**src/rtl/lcd_spi_tx_fifo.sv**
```systemverilog
// lcd_spi_tx_fifo: FIFO-fed SPI write engine for ST7735S-class LCD panels.
// Streams queued {D/CX, data} words out as CPHA=0 SPI, MSB first.
//
// Ports:
//   i_clk, i_nrst        clock, async active-low reset
//   i_valid/o_ready      push handshake for {i_dc, i_data}
//   i_flush              drop every queued word (in-flight word unaffected)
//   o_level, o_busy      FIFO occupancy, engine/FIFO activity
//   o_spi_clk/mosi/dc/ss LCD pins SCL, SDA, D/CX, CSX (active low)
//   o_tx_count           words completed (only with LCD_SPI_TXCOUNT_EN)
//
// Optional build macro: LCD_SPI_TXCOUNT_EN adds o_tx_count [15:0].

module lcd_spi_tx_fifo #(
  parameter int CLK_DIV     = 100,
  parameter int DATA_W      = 8,
  parameter int FIFO_DEPTH  = 16,
  parameter bit CPOL        = 1'b0,
  parameter bit CS_BURST    = 1'b1,
  parameter int CS_GAP_CLKS = 4
) (
  input  logic                               i_clk,
  input  logic                               i_nrst,
  input  logic                               i_valid,
  input  logic                               i_dc,
  input  logic [DATA_W-1:0]                  i_data,
  output logic                               o_ready,
  input  logic                               i_flush,
  output logic [$clog2(FIFO_DEPTH+1)-1:0]    o_level,
  output logic                               o_busy,
  output logic                               o_spi_clk,
  output logic                               o_spi_mosi,
  output logic                               o_spi_dc,
  output logic                               o_spi_ss
`ifdef LCD_SPI_TXCOUNT_EN
  ,
  output logic [15:0]                        o_tx_count
`endif
);

  localparam int AW = $clog2(FIFO_DEPTH);
  localparam int LW = $clog2(FIFO_DEPTH + 1);
  localparam int HW = (CLK_DIV > 1) ? $clog2(CLK_DIV) : 1;
  localparam int BW = $clog2(DATA_W);
  localparam int GW = (CS_GAP_CLKS > 1) ? $clog2(CS_GAP_CLKS) : 1;

  typedef enum logic [1:0] {
    IDLE,
    LOW,
    HIGH,
    GAP
  } state_t;

  state_t state_q;
  state_t state_d;

  // FIFO storage and pointers (extra MSB tells full from empty)
  logic [DATA_W:0] mem [FIFO_DEPTH];
  logic [AW:0]     wptr_q;
  logic [AW:0]     rptr_q;
  logic [AW:0]     wptr_d;
  logic [AW:0]     rptr_d;
  logic [AW:0]     fill_d;
  logic            empty;
  logic            push;
  logic [DATA_W:0] head;

  // Serializer state
  logic [HW-1:0]     hcnt_q;
  logic [BW-1:0]     bcnt_q;
  logic [GW-1:0]     gcnt_q;
  logic [DATA_W-1:0] shreg_q;

  // Control strobes
  logic half_end;
  logic last_bit;
  logic gap_end;
  logic pop;
  logic shift;
  logic word_end;

  // ---------------------------------------------------------------
  // FIFO
  // ---------------------------------------------------------------
  assign empty = (wptr_q == rptr_q);
  assign head  = mem[rptr_q[AW-1:0]];

  // Flush wins over a push in the same cycle.
  assign push = i_valid & o_ready & ~i_flush;

  assign wptr_d = wptr_q + {{AW{1'b0}}, push};

  // A flush still lets a same-cycle pop take the head word.
  assign rptr_d = i_flush ? wptr_q
                          : rptr_q + {{AW{1'b0}}, pop};

  assign fill_d = wptr_d - rptr_d;

  always_ff @(posedge i_clk) begin
    if (push) begin
      mem[wptr_q[AW-1:0]] <= {i_dc, i_data};
    end
  end

  always_ff @(posedge i_clk or negedge i_nrst) begin
    if (!i_nrst) begin
      wptr_q  <= '0;
      rptr_q  <= '0;
      o_level <= '0;
      o_ready <= 1'b1;
    end else begin
      wptr_q  <= wptr_d;
      rptr_q  <= rptr_d;
      o_level <= LW'(fill_d);
      o_ready <= (fill_d != (AW+1)'(FIFO_DEPTH));
    end
  end

  // ---------------------------------------------------------------
  // FSM: state register
  // ---------------------------------------------------------------
  always_ff @(posedge i_clk or negedge i_nrst) begin
    if (!i_nrst) begin
      state_q <= IDLE;
    end else begin
      state_q <= state_d;
    end
  end

  assign half_end = (hcnt_q == HW'(CLK_DIV - 1));
  assign last_bit = (bcnt_q == BW'(DATA_W - 1));
  assign gap_end  = (gcnt_q == GW'(CS_GAP_CLKS - 1));

  // ---------------------------------------------------------------
  // FSM: next state
  // ---------------------------------------------------------------
  always_comb begin
    state_d = state_q;
    unique case (state_q)
      IDLE: begin
        if (!empty) state_d = LOW;
      end
      LOW: begin
        if (half_end) state_d = HIGH;
      end
      HIGH: begin
        if (half_end) begin
          if (!last_bit) state_d = LOW;
          else if (pop)  state_d = LOW;
          else           state_d = GAP;
        end
      end
      GAP: begin
        if (gap_end) state_d = IDLE;
      end
      default: state_d = IDLE;
    endcase
  end

  // ---------------------------------------------------------------
  // FSM: output strobes
  // ---------------------------------------------------------------
  always_comb begin
    pop      = 1'b0;
    shift    = 1'b0;
    word_end = 1'b0;
    unique case (1'b1)
      state_q == IDLE: begin
        pop = ~empty;
      end
      state_q == HIGH: begin
        shift    = half_end & ~last_bit;
        word_end = half_end & last_bit;
        // Burst: chain the next word on the trailing edge.
        pop      = half_end & last_bit & CS_BURST & ~empty;
      end
      default: ;
    endcase
  end

  // ---------------------------------------------------------------
  // Serializer datapath
  // ---------------------------------------------------------------
  always_ff @(posedge i_clk or negedge i_nrst) begin
    if (!i_nrst) begin
      hcnt_q <= '0;
    end else if ((state_q == LOW || state_q == HIGH) && !half_end) begin
      hcnt_q <= hcnt_q + HW'(1);
    end else begin
      hcnt_q <= '0;
    end
  end

  always_ff @(posedge i_clk or negedge i_nrst) begin
    if (!i_nrst) begin
      bcnt_q <= '0;
    end else if (pop || word_end) begin
      bcnt_q <= '0;
    end else if (shift) begin
      bcnt_q <= bcnt_q + BW'(1);
    end
  end

  always_ff @(posedge i_clk or negedge i_nrst) begin
    if (!i_nrst) begin
      gcnt_q <= '0;
    end else if (state_q == GAP && !gap_end) begin
      gcnt_q <= gcnt_q + GW'(1);
    end else begin
      gcnt_q <= '0;
    end
  end

  // MOSI is the shifter MSB; clearing the shifter parks SDA low.
  always_ff @(posedge i_clk or negedge i_nrst) begin
    if (!i_nrst) begin
      shreg_q <= '0;
    end else if (pop) begin
      shreg_q <= head[DATA_W-1:0];
    end else if (shift) begin
      shreg_q <= {shreg_q[DATA_W-2:0], 1'b0};
    end else if (word_end) begin
      shreg_q <= '0;
    end
  end

  assign o_spi_mosi = shreg_q[DATA_W-1];

  always_ff @(posedge i_clk or negedge i_nrst) begin
    if (!i_nrst) begin
      o_spi_clk <= CPOL;
    end else if (state_q == LOW && half_end) begin
      o_spi_clk <= ~CPOL;
    end else if (state_q == HIGH && half_end) begin
      o_spi_clk <= CPOL;
    end
  end

  // D/CX holds its last value through GAP and IDLE.
  always_ff @(posedge i_clk or negedge i_nrst) begin
    if (!i_nrst) begin
      o_spi_dc <= 1'b0;
    end else if (pop) begin
      o_spi_dc <= head[DATA_W];
    end
  end

  always_ff @(posedge i_clk or negedge i_nrst) begin
    if (!i_nrst) begin
      o_spi_ss <= 1'b1;
    end else if (pop) begin
      o_spi_ss <= 1'b0;
    end else if (word_end) begin
      o_spi_ss <= 1'b1;
    end
  end

  assign o_busy = (state_q != IDLE) | (o_level != '0);

`ifdef LCD_SPI_TXCOUNT_EN
  always_ff @(posedge i_clk or negedge i_nrst) begin
    if (!i_nrst) begin
      o_tx_count <= '0;
    end else if (word_end) begin
      o_tx_count <= o_tx_count + 16'd1;
    end
  end
`endif

endmodule
```
**config.mk**
```make
export PLATFORM = sky130hd
export DESIGN_NAME = lcd_spi_tx_fifo
export DESIGN_NICKNAME = d
export VERILOG_FILES = /design/src/rtl/lcd_spi_tx_fifo.sv
export SDC_FILE = /design/constraint.sdc
export NUM_CORES = 1
export LEC_CHECK = 0
export ABC_AREA = 0
export CAP_MARGIN = 25
export CORE_MARGIN = 5
export CORE_UTILIZATION = 50
export CTS_CLUSTER_SIZE = 20
export DETAILED_ROUTE_END_ITERATION = 8
export GPL_TIMING_DRIVEN = 1
export PLACE_DENSITY_LB_ADDON = 0.15
export SETUP_SLACK_MARGIN = 0.02
export SLEW_MARGIN = 20
export SYNTH_ARGS = -nofsm -noshare
export SYNTH_HDL_FRONTEND = slang
export SYNTH_SLANG_ARGS = --single-unit
```
**constraint.sdc**
```tcl
create_clock -name i_clk -period 4.6 [get_ports i_clk]
set_input_delay 0.92 -clock i_clk [delete_from_list [all_inputs] [get_ports i_clk]]
set_output_delay 0.92 -clock i_clk [all_outputs]
set_load 0.02 [all_outputs]
```
# Word level (Yosys, flattened, before mapping)
# Memory sizes are Yosys's and may differ from the RTL's.
# Cells that the tools add are included.
# totals
word_cells	80
ramBits	144
register_bits	41
memories	1
# op_classes
mux	24
n_eq_ne	12
n_bitwise	9
addsub	6
n_reduce_logical	16
# memory_table
memory	words	width	read_ports	rd_clocked_by_memory_dff	wr	line	text
mem	16	9	1	0	1	58	logic [DATA_W:0] mem [FIFO_DEPTH];
# ops
cell	count
$mux 8	3
$mux 2	7
$add 5x1->5	2
$mux 1	8
$ne 2x2->1 const B	4
$pmux 2 s4	1
$reduce_bool 2->1	4
$add 7x1->7 const B	1
$eq 7x7->1 const B	1
$mux 7	1
$eq 2x2->1 const B	3
$mux 3	2
$and 1x1->1	5
$eq 5x5->1	1
$mux 5	1
$ne 5x5->1 const B	1
$reduce_bool 5->1	1
$sub 5x5->5	1
$logic_and 1x1->1	4
$reduce_and 4->1	1
$add 3x1->3 const B	1
$eq 3x3->1 const B	1
$not 1->1	3
$reduce_bool 3->1	1
7 further kinds	9

# Logic depth before layout (Yosys ltp)
# Gate-level depths: netlist (run 1).
# depth
depth_word	8
mapped_depth	16

# Worst setup path after synthesis (run 1)
# OpenSTA, ideal clock, no wires.
# synth_path
kind	flip-flop to flip-flop
from	register hcnt_q[0]
to	register o_level[4]
n_path_buf	1
t_arrival_ns	3.152
slack_ns	1.329
stages_incl_launch_ff	16
setup_time_ns	0.119
path_cell_list	dfrtp_1 ha_1 and2_1 and2_1 a21oi_2 nor2_8 buf_6 ha_1 ha_1 mux2i_1 fa_1 o21a_1 o21ai_0 a221oi_1 a211o_1 and2_1
# synth_via
elab_chain_cells	7
# synth_lines
item	line	text
start: declaration	69	logic [HW-1:0] hcnt_q;
start signal: assignment	188	hcnt_q <= hcnt_q + HW'(1);
$eq 7x7->1	130	assign half_end = (hcnt_q == HW'(CLK_DIV - 1));
$and 1x1->1 (2 in a row)	175	pop = half_end & last_bit & CS_BURST & ~empty;
$pmux 1 s2	167	unique case (1'b1)
$add 5x1->5	95	: rptr_q + {{AW{1'b0}}, pop};
$mux 5	94	assign rptr_d = i_flush ? wptr_q
$sub 5x5->5	97	assign fill_d = wptr_d - rptr_d;
net fill_d[4]	63	logic [AW:0] fill_d;
end signal: assignment	114	o_level <= LW'(fill_d);
end: declaration	29	output logic [$clog2(FIFO_DEPTH+1)-1:0] o_level,
# The timed path passes the listed nets, and every way through them passes these cells.
# A chain may end at the register's enable or synchronous reset.

# Worst setup path after layout (run 1)
# layout_path
from	register bcnt_q[0]
to	register o_level[4]
# layout_via
elab_chain_cells	7
# layout_lines
item	line	text
start: declaration	70	logic [BW-1:0] bcnt_q;
start signal: assignment	200	bcnt_q <= bcnt_q + BW'(1);
$eq 3x3->1	131	assign last_bit = (bcnt_q == BW'(DATA_W - 1));
$and 1x1->1 (2 in a row)	175	
$pmux 1 s2	167	
$add 5x1->5	95	
$mux 5	94	
$sub 5x5->5	97	
net fill_d[4]	63	
# The timed path passes the listed nets, and every way through them passes these cells.

==> metrics.csv, run 1 <==
stage,metric,value,unit
sta,slew_headroom,0.364,
global_routing,antenna_found_initial,0,
pwr,total_power,0.00541,W
critical_path,critPathBufInv,0,
sta,max_freq,0.277,GHz
sta,fin_setup_tns,0,ns
clock_tree,cts_sinks,185,
detailed_routing,dr_total_vias,3957,
floorplan,fp.dieH,135,um
clock_tree,clkTransAtPathRegs,0.07,ns
yosys,ys_ff_latch,185,
cells_and_area,nNetsFinal,521,
flow_run,drv_cap,0,
min_path,hp-class,reg -> reg,
clock_tree,cts_hold_buf,0,
cells_and_area,fin_util,0.579,
cells_and_area,n_fill_cell,1199,
sta,period_needed,3.61,ns
cells_and_area,final_cell_mix,"edfxtp_1, dfrtp_1, nor2_1, nand2_1, clkdlybuf4s50_1",
floorplan,start_util,0.512,
placement,port_buffers,23,
yosys,syn_area_per_cell,17.2,um2
global_routing,grt_max_degree,42,
critical_path,critical-path-top-delay-family,adder cells,
clock_tree,cts_tree,done,
sta,skew,0.0118,ns
cells_and_area,layout_commonest_cell,edfxtp_1,
critical_path,cp.required,4.92,ns
yosys,syn-num-nets,487,
floorplan,core_area,15300,um2
critical_path,worstPathMaxFanout,15,
detailed_routing,drt-total-wl,14200,um
floorplan,die_area,18300,um2
yosys,synth_flop_cell,edfxtp_1,
yosys,synth_edf_count,144,
clock_tree,cts_root_buf,clkbuf_16,
yosys,yosysSeqAreaShare,0.683,
global_routing,overflow,0,
yosys,synthArstFlopShare,0.222,
sta,min_period_over_period,0.785,
pwr,power_switching_share,0.327,
yosys,netlist_instances,457,
pwr,p_per_area,610,nW/um2
critical_path,critPathArrivalTime,3.93,ns
critical_path,path_cells,ha_1 -> ha_1 -> and2_1 -> a21oi_2 -> nor2_8 -> ha_1 -> ha_1 -> mux2i_1 -> fa_1 -> o21a_1 -> o21ai_0 -> a221oi_1 -> o211ai_1 -> and2_1,
pwr,seqPwrFrac,0.404,
placement,dp_cells,679,
detailed_routing,drt_iter0_markers,256,
global_routing,grt_pass1_wl,22900,um
yosys,syn_area,7840,um2
detailed_routing,wl_per_cell,19.8,um
sta,drv_slew,0,
yosys,synth-warning-count,0,
sta,hold_viol,0,
pwr,clkPwrFrac,0.259,
sta,rsz0062_at_grt,no,
detailed_routing,dr.pass1.iters,4,
clock_tree,post_cts.repair.setup_buffers,0,
sta,worst_pin_slew,0.950,ns
critical_path,worst-setup-path-type,reg -> reg,
cells_and_area,antennaDiodeCount,0,
status,outcome,completed,
placement,gp_congestion,0.794,
cells_and_area,synthToLayoutAreaGrowth,13.1,%
floorplan,die_x,135,um
detailed_routing,viasPerCell,5.53,
placement,dp_hpwl,9130,um
cells_and_area,finalNonFillerCells,715,
sta,finalSetupViolations,0,
clock_tree,cts_inserted_buffers,17,
pwr,leakage,3.20,nW
critical_path,crit_top_cell,ha_1,
critical_path,start_kind,flip-flop,
floorplan,rows,45,
clock_tree,clkLatencyLatePin,0.43,ns
critical_path,slowest_stage,dfrtp_1,
yosys,synth.distinct_cells,51,
pwr,p_int,0.00364,W
detailed_routing,ant_nets,0,
clock_tree,max-clock-path-buffers,2,
global_routing,grtUsageTotal,0.168,
detailed_routing,drc,0,
clock_tree,cts-resized-gates,0,
floorplan,ios,24,
pwr,ir_drop,0.381,mV
critical_path,slowest_delay,0.37,ns
clock_tree,htree_levels,4,
cells_and_area,layout-drive-gt1-share,0.159,
pwr,comb_power_share,0.337,
pwr,netSwitchingPower,0.00177,W
global_routing,grt_pass1_vias,4045,
critical_path,endpoint_kind,flip-flop,
-- power by group through the flow --
stage	registers [W]	logic [W]	clock network (W)
global placement	0.00221	0.00182	0
detailed placement	0.00222	0.00184	0
floorplan	0.00218	0.00145	0
CTS	0.00219	0.00185	0.00143
global route	0.00221	0.00201	0.00150
finish	0.00219	0.00182	0.00140
-- flip-flops by register name, summed over array words and instances, names as in the netlist --
register,count
wptr_q,5
o_level,5
shreg_q,8
o_spi_clk,1
o_ready,1
rptr_q,5
state_q,2
o_spi_ss,1
hcnt_q,7
o_spi_dc,1
mem,144
bcnt_q,3
gcnt_q,2
-- synthesized netlist by cell type, drive strengths merged, types with 2 or more instances --
master,n,area (um2)
edfxtp,144,4320
dfrtp,39,976
mux4,35,848
nor2,33,143
nand2,24,90.1
ha,16,200
a22oi,14,105
buf,14,116
o21ai,14,70.1
xnor2,12,113
inv,10,37.5
mux2,10,139
nand2b,10,62.6
nand3,9,45.0
xor2,8,70.1
a21oi,7,38.8
clkbuf,7,27.5
mux2i,7,70.1
nor3,7,35.0
and2,5,31.3
nor2b,4,25.0
a22o,3,26.3
nand3b,3,22.5
nor3b,3,22.5
and3,2,12.5
dfstp,2,52.6
o211ai,2,15.0
-- per-layer routing --
| layer | routed length (um) | track usage |
|---|---|---|
| met1 | 6400 | 0.235 |
| met3 | 804 | 0.0435 |
| met2 | 6800 | 0.256 |
| met5 | 0 | 0 |
| met4 | 187 | 0.0605 |
-- stage by stage --
stage | worst slack (ns) | instance area, um2 | hold slack, ns
2_1_floorplan | 1.33 | 7840 | 0.410
3_3_place_gp | 0.915 | 8250 | 0.419
3_5_place_dp | 0.798 | 8250 | 0.436
4_1_cts | 0.945 | 8820 | 0.445
5_1_grt | 0.659 | 8870 | 0.453
6_report | 0.991 | 8870 | 0.440
-- layout make-up --
cell class                 count  area [um2]  area share
tap                          211         264      0.0298
sequential                   185        5350       0.604
inverter                      10        37.5     0.00423
clock buffer                  18         429      0.0484
multi-input combinational    241        2310       0.260
clock inverter                14         136      0.0154
timing repair buffer          36         343      0.0387
-- path summary, 6_finish.rpt --
check                          start  slack [ns]         end  cells past startpoint
min in group asynchronous     i_nrst        0.47   hcnt_q[5]                      1
max in group asynchronous     i_nrst        3.57     o_ready                      2
min                        gcnt_q[0]        0.44   gcnt_q[0]                      1
min reg2reg                gcnt_q[0]        0.44   gcnt_q[0]                      1
max                        bcnt_q[0]        0.99  o_level[4]                     14
max reg2reg                bcnt_q[0]        0.99  o_level[4]                     14
-- kinds of logic after synthesis --
| family | synth area share |
|---|---|
| adder cells (fa/ha/maj) | 0.0281 |
| buffers and inverters | 0.0231 |
| XOR/XNOR | 0.0233 |
| multiplexers | 0.135 |
| AO/OA/AOI/OAI | 0.0399 |
| AND/OR/NAND/NOR | 0.0680 |
| flip-flops | 0.683 |
Note: power is estimated with default switching activity, not from simulation.
==> inputs of run 2 (changes only) <==
==> constraint.sdc (replaced) <==
create_clock -name i_clk -period 3.4 [get_ports i_clk]
set_input_delay 0.68 -clock i_clk [delete_from_list [all_inputs] [get_ports i_clk]]
set_output_delay 0.68 -clock i_clk [all_outputs]
set_load 0.02 [all_outputs]
==> run 2 against run 1 <==
Compared with the run above:
- combinational power up 48%
- first-iteration DRC count rose by 7.8%
- core utilization up 1.1 points
- sequential share of layout area is 1.1 points lower
- worst hold slack worse by 0.23 ns
- critical path depth up 1
- sequential cell count unchanged
- critical path type unchanged
==> metrics.csv, run 2 (synthesized netlist as in run 1, its figures left out) <==
stage,metric,value,unit,change
cells_and_area,fin_util,0.590,,was 0.579
sta,period_needed,3.16,ns,was 3.61 ns
clock_tree,clkTransAtPathRegs,0.08,ns,was 0.07 ns
flow_run,drv_cap,0,,unchanged
cells_and_area,largest_reg_flops,144,,unchanged
cells_and_area,nNetsFinal,537,,was 521
global_routing,grt_max_degree,42,,unchanged
status,outcome,completed,,unchanged
cells_and_area,n_fill_cell,1181,,was 1199
placement,gp_congestion,0.808,,was 0.794
clock_tree,max-clock-path-buffers,2,,unchanged
pwr,p_per_area,830,nW/um2,was 610 nW/um2
clock_tree,cts_hold_buf,0,,unchanged
sta,whs,0.211,ns,was 0.440 ns
min_path,hp-class,in -> async,,was reg -> reg
clock_tree,cts_sinks,185,,unchanged
global_routing,grtUsageTotal,0.170,,was 0.168
pwr,seqPwrFrac,0.384,,was 0.404
pwr,ir_drop,0.392,mV,was 0.381 mV
global_routing,antenna_found_initial,0,,unchanged
sta,hold_viol,0,,unchanged
critical_path,regToRegStartpoint,bcnt_q[0],,unchanged
detailed_routing,drt-total-wl,14400,um,was 14200 um
critical_path,worstRegToRegCells,15,,was 14
detailed_routing,drc,0,,unchanged
global_routing,grt_pass1_vias,4066,,was 4045
clock_tree,clkLatencyLatePin,0.43,ns,about the same
cells_and_area,layout-drive-gt1-share,0.194,,was 0.159
sta,skew,0.00925,ns,was 0.0118 ns
cells_and_area,antennaDiodeCount,0,,unchanged
cells_and_area,synthToLayoutAreaGrowth,15.2,%,was 13.1%
critical_path,critPathBufInv,1,,was 0
sta,max_freq,0.317,GHz,was 0.277 GHz
clock_tree,cts_inserted_buffers,17,,unchanged
critical_path,r2r-end,o_level[4],,unchanged
detailed_routing,drt_iter0_markers,276,,was 256
critical_path,cp-startpoint,bcnt_q[0],,unchanged
floorplan,die_x,135,um,unchanged
global_routing,grt_pass1_wl,23000,um,was 22900 um
sta,finalSetupViolations,0,,unchanged
critical_path,rrSetupSlack,0.24,ns,was 0.99 ns
placement,dp_cells,698,,was 679
floorplan,rows,45,,unchanged
pwr,comb_power_share,0.358,,was 0.337
sta,drv_slew,0,,unchanged
global_routing,overflow,0,,unchanged
pwr,total_power,0.00750,W,was 0.00541 W
floorplan,die_area,18300,um2,unchanged
cells_and_area,final_cell_mix,"edfxtp_1, dfrtp_1, nor2_1, buf_4, nand2_1",,"was edfxtp_1, dfrtp_1, nor2_1, nand2_1, clkdlybuf4s50_1"
floorplan,core_area,15300,um2,unchanged
detailed_routing,dr_total_vias,4032,,was 3957
pwr,netSwitchingPower,0.00247,W,was 0.00177 W
detailed_routing,viasPerCell,5.52,,was 5.53
pwr,p_int,0.00503,W,was 0.00364 W
critical_path,worst-setup-path-type,reg -> reg,,unchanged
cells_and_area,finalNonFillerCells,731,,was 715
critical_path,slowest_delay,0.40,ns,was 0.37 ns
critical_path,critPathArrivalTime,3.48,ns,was 3.93 ns
placement,dp_hpwl,9350,um,was 9130 um
clock_tree,cts_root_buf,clkbuf_16,,unchanged
detailed_routing,dr.pass1.iters,4,,unchanged
floorplan,start_util,0.512,,unchanged
critical_path,crit_top_cell,ha_1,,unchanged
detailed_routing,wl_per_cell,19.7,um,was 19.8 um
critical_path,start_kind,flip-flop,,unchanged
critical_path,slowest_stage,dfrtp_1,,unchanged
clock_tree,cts_tree,done,,unchanged
floorplan,ios,24,,unchanged
pwr,clkPwrFrac,0.258,,was 0.259
clock_tree,htree_levels,4,,unchanged
sta,slew_headroom,0.517,,was 0.364
placement,port_buffers,23,,unchanged
pwr,leakage,3.28,nW,was 3.20 nW
sta,min_period_over_period,0.929,,was 0.785
pwr,power_switching_share,0.329,,was 0.327
sta,rsz0062_at_grt,yes,,was no
sta,worst_pin_slew,0.723,ns,was 0.950 ns
critical_path,critical-path-top-delay-family,adder cells,,unchanged
sta,fin_setup_tns,0,ns,unchanged
floorplan,fp.dieH,135,um,unchanged
critical_path,worstPathMaxFanout,4,,was 15
detailed_routing,ant_nets,0,,unchanged
critical_path,cp.required,3.73,ns,was 4.92 ns
cells_and_area,layout_commonest_cell,edfxtp_1,,unchanged
critical_path,endpoint_kind,flip-flop,,unchanged
critical_path,path_cells,ha_1 -> ha_1 -> and2_1 -> a21oi_4 -> nor2_8 -> ha_1 -> mux2_2 -> ha_1 -> inv_1 -> fa_2 -> o21a_1 -> o21ai_1 -> a221oi_2 -> o211ai_1 -> and2_1,,was ha_1 -> ha_1 -> and2_1 -> a21oi_2 -> nor2_8 -> ha_1 -> ha_1 -> mux2i_1 -> fa_1 -> o21a_1 -> o21ai_0 -> a221oi_1 -> o211ai_1 -> and2_1
clock_tree,post_cts.repair.setup_buffers,0,,unchanged
[run 2: worst register-to-register path: stages, from the launching register on]
cell      delay (ns)
dfrtp_1         0.40
ha_1            0.21
ha_1            0.19
and2_1          0.20
a21oi_4         0.23
nor2_8          0.05
ha_1            0.26
mux2_2          0.28
ha_1            0.20
inv_1           0.08
fa_2            0.25
o21a_1          0.13
o21ai_1         0.06
a221oi_2        0.25
o211ai_1        0.13
and2_1          0.16
[run 2: worst max path at each step]
stage,to,slack [ns],cells past startpoint
finish,o_level[4],0.24,15
global route,o_level[4],0.007,15
CTS,o_level[4],0.07,14
detailed placement,o_level[4],0.08,14
global placement,o_level[4],0.20,14
floorplan,o_level[4],0.13,15
[run 2: area by class of cell]
type / instances / area [um2] / area share
Multi-Input combinational cell: 241 / 2330 / 0.258
Sequential cell: 185 / 5350 / 0.593
Tap cell: 211 / 264 / 0.0292
Inverter: 10 / 37.5 / 0.00416
Timing Repair Buffer: 52 / 463 / 0.0512
Clock buffer: 18 / 429 / 0.0475
Clock inverter: 14 / 159 / 0.0176
[run 2: metal layers]
metal / vias to the layer above / wire, um / track usage
met3: 14 / 673 / 0.0390
met1: 2066 / 6670 / 0.244
met5: - / 0 / 0
li1: 1875 / - / -
met2: 77 / 6920 / 0.263
met4: 0 / 135 / 0.0504
[run 2: per-stage QoR]
step	area, um2	setup WS [ns]
floorplan	7840	0.129
global placement	8400	0.195
detailed placement	8400	0.0822
CTS	8980	0.0745
global route	9030	0.00707
finish	9030	0.241
[run 2: power groups by stage]
| stage | sequential, W | combinational (W) | clock, W |
|---|---|---|---|
| floorplan | 0.00295 | 0.00196 | 0 |
| global placement | 0.00291 | 0.00263 | 0 |
| detailed placement | 0.00293 | 0.00266 | 0 |
| CTS | 0.00288 | 0.00267 | 0.00198 |
| global route | 0.00291 | 0.00296 | 0.00208 |
| finish | 0.00288 | 0.00269 | 0.00193 |
[run 2: what timing repair did]
item | in CTS | in global routing
resized for setup | 0 | 6
hold endpoints to repair | 0 | 0
endpoints found under the setup margin | 0 | 2
